$ cat src/rtl/ps2_key_event_if.sv
// Scan-code byte input and decoded key-event output bundle for ps2_key_event.
interface ps2_key_event_if;
    logic [7:0] ps2_data;
    logic       ps2_valid;
    logic [7:0] key_in;
    logic       key_en;
    logic       key_ext;
    logic       key_rpt;
    logic [3:0] held;

    modport master (
        output ps2_data, ps2_valid,
        input  key_in, key_en, key_ext, key_rpt, held
    );

    modport slave (
        input  ps2_data, ps2_valid,
        output key_in, key_en, key_ext, key_rpt, held
    );
endinterface

$ cat src/rtl/ps2_key_event.sv
// PS/2 scan codes -> one-cycle key events, E0/F0 decode, arrow held map; PS2_AUTO_REPEAT_EN adds arrow auto-repeat.
// Latency: key_en one cycle after the ps2_valid of the final byte of a sequence.
// Backpressure: none, a byte is accepted on every ps2_valid cycle including back-to-back.
module ps2_key_event #(
    parameter int unsigned TIMEOUT_CYCLES = 2500000,
    parameter int unsigned REPEAT_DELAY   = 6250000,
    parameter int unsigned REPEAT_PERIOD  = 2500000,
    parameter int unsigned CNT_W          = 24
) (
    input logic            vga_clk,
    input logic            reset,
    ps2_key_event_if.slave bus
);
    localparam longint unsigned CNT_LIM = 64'd1 << CNT_W;
    if (TIMEOUT_CYCLES >= CNT_LIM || REPEAT_DELAY >= CNT_LIM || REPEAT_PERIOD >= CNT_LIM) begin : g_cnt_range
        $error("ps2_key_event: count parameter does not fit in CNT_W bits");
    end

    localparam logic [7:0]       B_E0     = 8'hE0;
    localparam logic [7:0]       B_F0     = 8'hF0;
    localparam logic [CNT_W-1:0] TMO_LAST = CNT_W'(TIMEOUT_CYCLES - 1);

    typedef enum logic [1:0] {IDLE, EXT, BRK, EXT_BRK} state_t;

    state_t           state;
    logic [CNT_W-1:0] tmo_cnt;

    logic       drop;
    logic       fin;
    logic       seq_ext;
    logic       seq_brk;
    logic [3:0] arrow_bit;
    logic [3:0] ext_arrow;
    logic       make;
    logic       brk;
    logic       real_make;

    always_comb begin
        drop = 1'b0;
        case (bus.ps2_data)
            8'h00, 8'hAA, 8'hEE, 8'hFA, 8'hFE, 8'hFF, 8'hE1: drop = 1'b1;
            default: drop = 1'b0;
        endcase

        arrow_bit = 4'b0000;
        case (bus.ps2_data)
            8'h6B: arrow_bit = 4'b0001;
            8'h74: arrow_bit = 4'b0010;
            8'h75: arrow_bit = 4'b0100;
            8'h72: arrow_bit = 4'b1000;
            default: arrow_bit = 4'b0000;
        endcase

        // fin marks the byte that completes a make or break sequence
        case (state)
            IDLE:    fin = (bus.ps2_data != B_E0) && (bus.ps2_data != B_F0);
            EXT:     fin = (bus.ps2_data != B_F0);
            default: fin = 1'b1;
        endcase
        fin = fin && bus.ps2_valid && !drop;

        seq_ext   = (state == EXT) || (state == EXT_BRK);
        seq_brk   = (state == BRK) || (state == EXT_BRK);
        ext_arrow = seq_ext ? arrow_bit : 4'b0000;
        make      = fin && !seq_brk;
        brk       = fin && seq_brk;
        real_make = make && ((ext_arrow & bus.held) == 4'b0000);
    end

`ifdef PS2_AUTO_REPEAT_EN
    localparam logic [CNT_W-1:0] RPT_DLY = CNT_W'(REPEAT_DELAY);
    localparam logic [CNT_W-1:0] RPT_PER = CNT_W'(REPEAT_PERIOD);

    logic [CNT_W-1:0] rpt_cnt;
    logic             rpt_act;
    logic [7:0]       rpt_code;
    logic             rpt_new;
    logic             rpt_stop;
    logic             rpt_fire;

    always_comb begin
        rpt_new  = real_make && (ext_arrow != 4'b0000);
        rpt_stop = brk && rpt_act && (ext_arrow != 4'b0000) && (bus.ps2_data == rpt_code);
        rpt_fire = rpt_act && !rpt_stop && (rpt_cnt == CNT_W'(1));
    end
`else
    assign bus.key_rpt = 1'b0;
`endif

    always_ff @(posedge vga_clk) begin
        if (reset) begin
            state       <= IDLE;
            tmo_cnt     <= '0;
            bus.key_in  <= 8'h00;
            bus.key_en  <= 1'b0;
            bus.key_ext <= 1'b0;
            bus.held    <= 4'b0000;
`ifdef PS2_AUTO_REPEAT_EN
            bus.key_rpt <= 1'b0;
            rpt_cnt     <= '0;
            rpt_act     <= 1'b0;
            rpt_code    <= 8'h00;
`endif
        end else begin
            bus.key_en <= 1'b0;

            if (bus.ps2_valid) begin
                tmo_cnt <= '0;
                if (drop) begin
                    state <= IDLE;
                end else begin
                    case (state)
                        IDLE: begin
                            if (bus.ps2_data == B_E0)      state <= EXT;
                            else if (bus.ps2_data == B_F0) state <= BRK;
                        end
                        EXT:     state <= (bus.ps2_data == B_F0) ? EXT_BRK : IDLE;
                        default: state <= IDLE;
                    endcase
                end
            end else if (state != IDLE) begin
                if (tmo_cnt == TMO_LAST) begin
                    state   <= IDLE;
                    tmo_cnt <= '0;
                end else begin
                    tmo_cnt <= tmo_cnt + CNT_W'(1);
                end
            end

            if (real_make) begin
                bus.key_en  <= 1'b1;
                bus.key_in  <= bus.ps2_data;
                bus.key_ext <= seq_ext;
                bus.held    <= bus.held | ext_arrow;
`ifdef PS2_AUTO_REPEAT_EN
                bus.key_rpt <= 1'b0;
            end else if (rpt_fire) begin
                bus.key_en  <= 1'b1;
                bus.key_in  <= rpt_code;
                bus.key_ext <= 1'b1;
                bus.key_rpt <= 1'b1;
`endif
            end

            if (brk) bus.held <= bus.held & ~ext_arrow;

`ifdef PS2_AUTO_REPEAT_EN
            // a real event coinciding with expiry swallows that repeat but keeps the cadence
            if (rpt_new) begin
                rpt_act  <= 1'b1;
                rpt_code <= bus.ps2_data;
                rpt_cnt  <= RPT_DLY;
            end else if (rpt_stop) begin
                rpt_act <= 1'b0;
            end else if (rpt_act) begin
                rpt_cnt <= (rpt_cnt == CNT_W'(1)) ? RPT_PER : rpt_cnt - CNT_W'(1);
            end
`endif
        end
    end
endmodule

$ cat src/flat_wrapper.sv
// flat-port wrapper written by rule: the top's interface ports become plain ports
module ps2_key_event_flat 
#(
    parameter int unsigned TIMEOUT_CYCLES = 2500000,
    parameter int unsigned REPEAT_DELAY   = 6250000,
    parameter int unsigned REPEAT_PERIOD  = 2500000,
    parameter int unsigned CNT_W          = 24
)
  (vga_clk, reset, bus_ps2_data, bus_ps2_valid, bus_key_in, bus_key_en, bus_key_ext, bus_key_rpt, bus_held);
  ps2_key_event_if bus_i ();
  input logic vga_clk;
  input logic reset;
  input wire logic [$bits(bus_i.ps2_data)-1:0] bus_ps2_data;
  input wire logic [$bits(bus_i.ps2_valid)-1:0] bus_ps2_valid;
  output wire logic [$bits(bus_i.key_in)-1:0] bus_key_in;
  output wire logic [$bits(bus_i.key_en)-1:0] bus_key_en;
  output wire logic [$bits(bus_i.key_ext)-1:0] bus_key_ext;
  output wire logic [$bits(bus_i.key_rpt)-1:0] bus_key_rpt;
  output wire logic [$bits(bus_i.held)-1:0] bus_held;
  assign bus_i.ps2_data = bus_ps2_data;
  assign bus_i.ps2_valid = bus_ps2_valid;
  assign bus_key_in = bus_i.key_in;
  assign bus_key_en = bus_i.key_en;
  assign bus_key_ext = bus_i.key_ext;
  assign bus_key_rpt = bus_i.key_rpt;
  assign bus_held = bus_i.held;
  ps2_key_event #(.TIMEOUT_CYCLES(TIMEOUT_CYCLES), .REPEAT_DELAY(REPEAT_DELAY), .REPEAT_PERIOD(REPEAT_PERIOD), .CNT_W(CNT_W)) u_core (.vga_clk(vga_clk), .reset(reset), .bus(bus_i));
endmodule
$ cat config.mk
export PLATFORM = sky130hd
export DESIGN_NAME = ps2_key_event_flat
export DESIGN_NICKNAME = d
export VERILOG_FILES = /design/src/rtl/ps2_key_event_if.sv /design/src/rtl/ps2_key_event.sv /design/src/flat_wrapper.sv
export SDC_FILE = /design/constraint.sdc
export NUM_CORES = 1
export LEC_CHECK = 0
export CORE_ASPECT_RATIO = 1.4
export CORE_MARGIN = 1
export CORE_UTILIZATION = 40
export CTS_BUF_LIST = sky130_fd_sc_hd__clkbuf_16
export DETAILED_ROUTE_END_ITERATION = 12
export GPL_ROUTABILITY_DRIVEN = 0
export PLACE_DENSITY = 0.73
export SYNTH_ARGS = -nofsm -noshare
export SYNTH_HDL_FRONTEND = slang
export SYNTH_SLANG_ARGS = --single-unit
$ cat constraint.sdc
create_clock -name vga_clk -period 3.5 [get_ports vga_clk]
set_input_delay 0.875 -clock vga_clk [delete_from_list [all_inputs] [get_ports vga_clk]]
set_output_delay 0.875 -clock vga_clk [all_outputs]
set_load 0.005 [all_outputs]
==> results.md, run 1 <==
* Synth Area in Compound Gates at 10.0%
* Simple-gate share of the synthesized area at between 30% and 40%
* Max_slew headroom at around 57%
* Post-CTS setup buffer count at 0
* Seq pwr share at between 40% and 50%
* Setup repair after global routing missed its margin: false
* Synth Cell Area at ~2100 sq um
* Logic gate share of total power at 8.2%
* Xor/xnor cell area share of the yosys netlist at 9.54%
* Clk_skew at 0.00362 ns
* First-pass GRT wire length at between 7000 and 8000 microns
* Async SR Flop Fraction at 0%
* Total negative slack at 0 ns
* CTS tree: built
* Root Buffer: clkbuf_16
* Post-synth top area share at between 30% and 40%
* R2r setup slk at 1.33 ns
* Gr ovfl total at 0
* Top_reg_cell synth: dfxtp_1
* Syn nets at ~260
* Status: completed
* Hold_buf cts at 0
* Power per cell area at slightly below 400 nW/um^2
* Crit path time final at about 2.8 ns
* Hpwl dp at 3060 microns
* EDFF count, synth at 0
* Clk_lat worst skew at ~0.28 ns
* DRT Pass-1 Iters at 4
* Top cells by area, synth: dfxtp_1, nor2_1, xnor2_1
* P_leak at ~0.00086 uW
* DR vias/cell at around 5.4
* Clock Tree Buf Depth at 2
* Int Power at 759 uW
* Largest net degree at the start of global routing at 18
* Ports at 26
* Hold Violations, Final at 0
* Wire per inst at between 10 and 15 microns
* H-tree depth at 2
* Fmax at approximately 350 MHz
* Number of synthesized register bits at 40
* Worst IR Drop VDD at between 0.2 and 0.3 mV
* Final worst-path cycle share at between 80% and 90%
* Vias in the first global route at 1,689
* Layout area overhead at 18.6%
* Max Cap Viol at 0
* Die area at approximately 5600 sq um
* Routed via count at 1,759
* Worst hold path class: register to register
* Seq/Total Area, Yosys at a little under two fifths
* Core area at roughly 5000 sq um
* Post-synthesis mux area share at 4.27%
* Share of layout cells above drive strength 1 at between 5 and 6%
* CP Class: primary input to register
* Switching power share of the total at between 20% and 30%
* Initial antenna violation count at 0
* Count of unique library cells instantiated by Yosys at 50
* Post-route cell area at ~2500 sq um
* Final ANT Viol Nets at 0
* Layout fillers at a little under 500
* Mean Syn Cell Area at around 8.6 sq um
* Critical Path Sink Type: register
* CTS sink cnt at 40
* Post-Route WL at 4210 microns
* DRC errors left at 0
* Cells after synthesis at approximately 250
* Reg clk slew, reported paths at 0.05 ns
* Leading area contributor after synthesis: dfxtp_1
* Largest family of logic cells by synthesized area: simple AND/OR/NAND/NOR gates
* # setup viols final at 0
* Yosys warning total at 0
* DRT iter0 DRCs at about 110
* Placed inst area at around 2400 sq um
* Total Nets Final at 276
* Die width at around 63 microns
* Die extent in y at roughly 88 microns
* CP Launch Type: primary input
* Starting Density at 42.6%
* Net load switching power at 203 uW
* Total GRT Usage at 16.7%
* # diodes at 0
* Resize count post-CTS at 0
* FP Rows at 30
* Required time worst endpoint at 3.71 ns
* Synth Area in Adders at 0.592%
* Clk pwr share at 43.4%
* Final max-slew violation count at 0
* CP arrival at just over 3 ns
* Post-layout util at between 50% and 60%
* Slew @ Worst Pin at 0.635 ns
* Maximum fanout along the worst path at 12
* Number of port buffers at 24
* Inserted Clock Buffers at 5
[synth_stat cells (all sizes together), types with 7 or more instances]
library cell	instances
nand2	17
buf	8
nand2b	18
nand3	8
nor2	33
nor4	7
xnor2	13
xor2	10
nand4	9
dfxtp	40
mux2i	9
[per-layer routing]
metal  wire length, microns  vias up  GRT usage, %
met5                      0        -             0
met4                     85        0          9.09
met3                    139        7          3.39
met2                   2200       26          31.0
met1                   1780      829          17.3
li1                       -      897             -
[state kept, by name, summed over array words and instances (netlist names), named ones only]
name and flops:
u_core.state 2, u_core.bus.key_en 1, u_core.bus.key_ext 1, u_core.tmo_cnt 24, u_core.bus.key_in 8
[per-stage QoR]
step	worst slack (ns)	instances	total power, uW	hold slack (ns)
after global placement	0.440	321	554	0.449
final	0.652	328	962	0.467
after CTS	0.661	328	978	0.473
after floorplan	1.04	245	522	0.442
after global routing	0.532	328	1000	0.483
after detailed placement	0.374	321	555	0.461
[worst max-delay path, cell delays in order]
cell,delay (ns)
clkdlybuf4s50_1,0.69
and3b_1,0.26
a211o_1,0.34
a221oi_2,0.34
and3_4,0.34
mux2i_1,0.21
[power groups by stage]
stage               clock, uW  sequential [uW]  combinational (uW)
floorplan                   0              476                45.7
finish                    418              466                78.9
global placement            0              476                77.9
detailed placement          0              476                79.0
CTS                       433              466                79.4
global route              451              466                86.1
[cell type report]
type / instances / area [sq um] / share of cell area [%]
clock buffer: 5 / 125 / 5.00
clock inverter: 2 / 8.76 / 0.350
inverter: 6 / 22.5 / 0.899
multi-input combinational: 185 / 1210 / 48.4
sequential: 40 / 801 / 32.0
tap: 64 / 80.1 / 3.20
timing repair buffer: 26 / 255 / 10.2
[kinds of logic (layout without fill, tap and decap cells)]
group	Yosys count	count (layout)
AOI/OAI and AO/OA	26	26
DFF	40	40
xor gates and xnor gates	23	23
muxes	9	9
other	1	1
buffers and inverters	20	39
adders and majority gates	1	1
and+or+nand+nor	125	125
[layout by cell type (no fill, tap or decap), types with 8 or more instances in the layout]
| cell type | count |
|---|---|
| clkdlybuf4s50_1 | 24 |
| dfxtp_1 | 40 |
| mux2i_1 | 9 |
| nand2_1 | 17 |
| nand2b_1 | 18 |
| nand3_1 | 8 |
| nand4_1 | 9 |
| nor2_1 | 33 |
| xnor2_1 | 13 |
| xor2_1 | 10 |
[final timing paths]
kind | start | end | depth (start not counted)
setup / recovery | bus_ps2_data[1] | u_core.bus.key_in[7]$_SDFFE_PP0P_ | 6
hold reg to reg | register | register | 2
hold / removal | register | register | 2
setup reg to reg | u_core.tmo_cnt[19]$_SDFFE_PP0N_ | u_core.tmo_cnt[7]$_SDFFE_PP0N_ | 6
(Power assumes the default switching activity.)
==> run 2: changes to the inputs <==
--- a/config.mk
+++ b/config.mk
@@ -11,7 +11,7 @@
 export CTS_BUF_LIST = sky130_fd_sc_hd__clkbuf_16
 export DETAILED_ROUTE_END_ITERATION = 12
 export GPL_ROUTABILITY_DRIVEN = 0
-export PLACE_DENSITY = 0.73
+export PLACE_DENSITY = 0.75
 export SYNTH_ARGS = -nofsm -noshare
 export SYNTH_HDL_FRONTEND = slang
 export SYNTH_SLANG_ARGS = --single-unit
==> constraint.sdc (replaced) <==
create_clock -name vga_clk -period 2.6 [get_ports vga_clk]
set_input_delay 0.65 -clock vga_clk [delete_from_list [all_inputs] [get_ports vga_clk]]
set_output_delay 0.65 -clock vga_clk [all_outputs]
set_load 0.005 [all_outputs]
==> run 2 against run 1 <==
  * Final cell count grew 6.7%
  * Die area is the same
  * Setup slack lost 0.45 ns
  * Critical path type unchanged
  * Critical endpoint unchanged
  * Largest cell class unchanged
  * Highest routed layer unchanged
==> results.md, run 2 (same netlist as run 1, synthesis figures left out) <==
* Status: completed
* Crit path time final at approximately 2.4 ns
* DRT iter0 DRCs at 92
* Slew @ Worst Pin at 0.566 ns
* Fmax at around 420 MHz
* Logic gate share of total power at approximately 9%
* Met1 Wirelength at ~1800 microns
* Switching power share of the total at 22.4%
* Critical Path Sink Type: register
* Wire per inst at ~13 microns
* CTS tree: built
* Final ANT Viol Nets at 0
* DRC errors left at 0
* Setup repair after global routing missed its margin: false
* Worst Path Buf+Inv at 1
* CP Class: primary input to register
* Layout area overhead at 26.5%
* Resize count post-CTS at 0
* DR vias/cell at between 5 and 6
* Die extent in y at around 90 microns
* CTS sink cnt at 40
* # setup viols final at 0
* Top delay family on crit path: compound AO/OA/AOI/OAI gates
* Area of the multi-input gates at between 1000 and 1500 sq um
* Critical-path cell list: clkdlybuf4s50_1 -> and3b_1 -> a211o_1 -> a221oi_2 -> and3_4 -> mux2i_1
* Total negative slack at 0 ns
* Biggest register: u_core.tmo_cnt
* Largest net degree at the start of global routing at 25
* CP arrival at ~2.6 ns
* CP Launch Type: primary input
* Final hold slack at roughly 0.45 ns
* Layout fillers at between 400 and 500
* Final worst-path cycle share at roughly 92%
* Placed inst area at about 2500 sq um
* Vias in the first global route at between 1,500 and 2,000
* Post-CTS setup buffer count at 0
* Clk_lat worst skew at about 0.28 ns
* Core area at slightly below 5000 sq um
* Root Buffer: clkbuf_16
* Die width at 63.4 microns
* Clk pwr share at between 40 and 50%
* Worst hold path class: register to register
* Hold_buf cts at 0
* Worst IR Drop VDD at a little over 0.3 mV
* Total Nets Final at around 300
* Ports at 26
* Routed via count at between 1,500 and 2,000
* Final max-slew violation count at 0
* Initial antenna violation count at 0
* Net load switching power at just over 300 uW
* Commonest cells after routing, fill and taps aside: dfxtp_1, nor2_1, clkdlybuf4s50_1, buf_4, nand2b_1
* P_leak at about 0.00095 uW
* Clock Tree Buf Depth at 2
* Clk_skew at roughly 0.0050 ns
* Required time worst endpoint at around 2.8 ns
* First-pass GRT wire length at a little over 8000 microns
* Storage element area at between 800 and 900 sq um
* DRT Pass-1 Iters at 4
* Slowest CP cell: clkdlybuf4s50_1
* H-tree depth at 2
* Total GRT Usage at a little under a fifth
* Maximum fanout along the worst path at 9
* # diodes at 0
* Gr ovfl total at 0
* Number of flip-flops in the largest register at 24
* Most common cell after layout, fill and taps aside: dfxtp_1
* Post-route cell area at ~2700 sq um
* Die area at 5580 sq um
* Int Power at around 1000 uW
* Max incr delay on CP at between 0.5 and 0.6 ns
* Max_slew headroom at about three fifths
* FP Rows at 30
* Power per cell area at 503 nW/um^2
* Inserted Clock Buffers at 5
* Hold Violations, Final at 0
* Hpwl dp at ~3300 microns
* Met2 wire len at 2440 microns
* Post-layout util at a little over half
* Starting Density at a little over two fifths
* Max layer used: met4
* Reg clk slew, reported paths at 0.06 ns
* Wire length on met3 at approximately 140 microns
* Max Cap Viol at 0
* Largest regs: u_core.tmo_cnt (24), u_core.bus.key_in (8), u_core.state (2)
* Seq pwr share at around 47%
* Post-Route WL at about 4500 microns
* Number of port buffers at 24
* Share of layout cells above drive strength 1 at between 10% and 20%
[run 2: power groups by stage]
stage	combinational (uW)	clock (uW)	sequential, uW
finish	123	595	627
global route	135	645	628
CTS	124	608	627
detailed placement	123	0	640
global placement	122	0	640
floorplan	61.5	0	641
[run 2: area by class of cell]
cell class                      count  share of cell area [%]
Sequential cell                    40                    30.0
Timing Repair Buffer               47                    15.4
Clock inverter                      3                   0.702
Multi-Input combinational cell    185                    45.4
Clock buffer                        5                    4.68
Tap cell                           64                    3.00
Inverter                            6                   0.843
[run 2: worst reg2reg max path, delay by kind of cell, from the launching register on]
kind                   cells  cell delay [ns]
AO/OA/AOI/OAI              1             0.28
buffers and inverters      1             0.20
flip-flops                 1             0.40
multiplexers               1             0.23
AND/OR/NAND/NOR            3             0.84
[run 2: path summary, 6_finish.rpt]
check	start	endpoint	cells after the start	slack (ns)
worst max register to register	u_core.state[0]$_SDFFE_PP0P_	u_core.bus.key_in[7]$_SDFFE_PP0P_	6	0.57
worst max-delay path	bus_ps2_data[1]	u_core.bus.key_in[7]$_SDFFE_PP0P_	6	0.20
worst min register to register	register	register	2	0.45
worst min-delay path	register	register	2	0.45
[run 2: layer usage]
metal	track usage (%)	vias up
li1	-	942
met1	18.6	882
met2	34.6	28
met3	4.43	9
met4	10.1	0
met5	0	-
[run 2: stage by stage]
stage / cells / power [uW] / worst slack (ns)
after global routing: 350 / 1410 / 0.0898
after global placement: 342 / 762 / 0.00716
final: 350 / 1340 / 0.201
after detailed placement: 342 / 764 / -0.0816
after floorplan: 245 / 703 / 0.364
after CTS: 350 / 1360 / 0.193
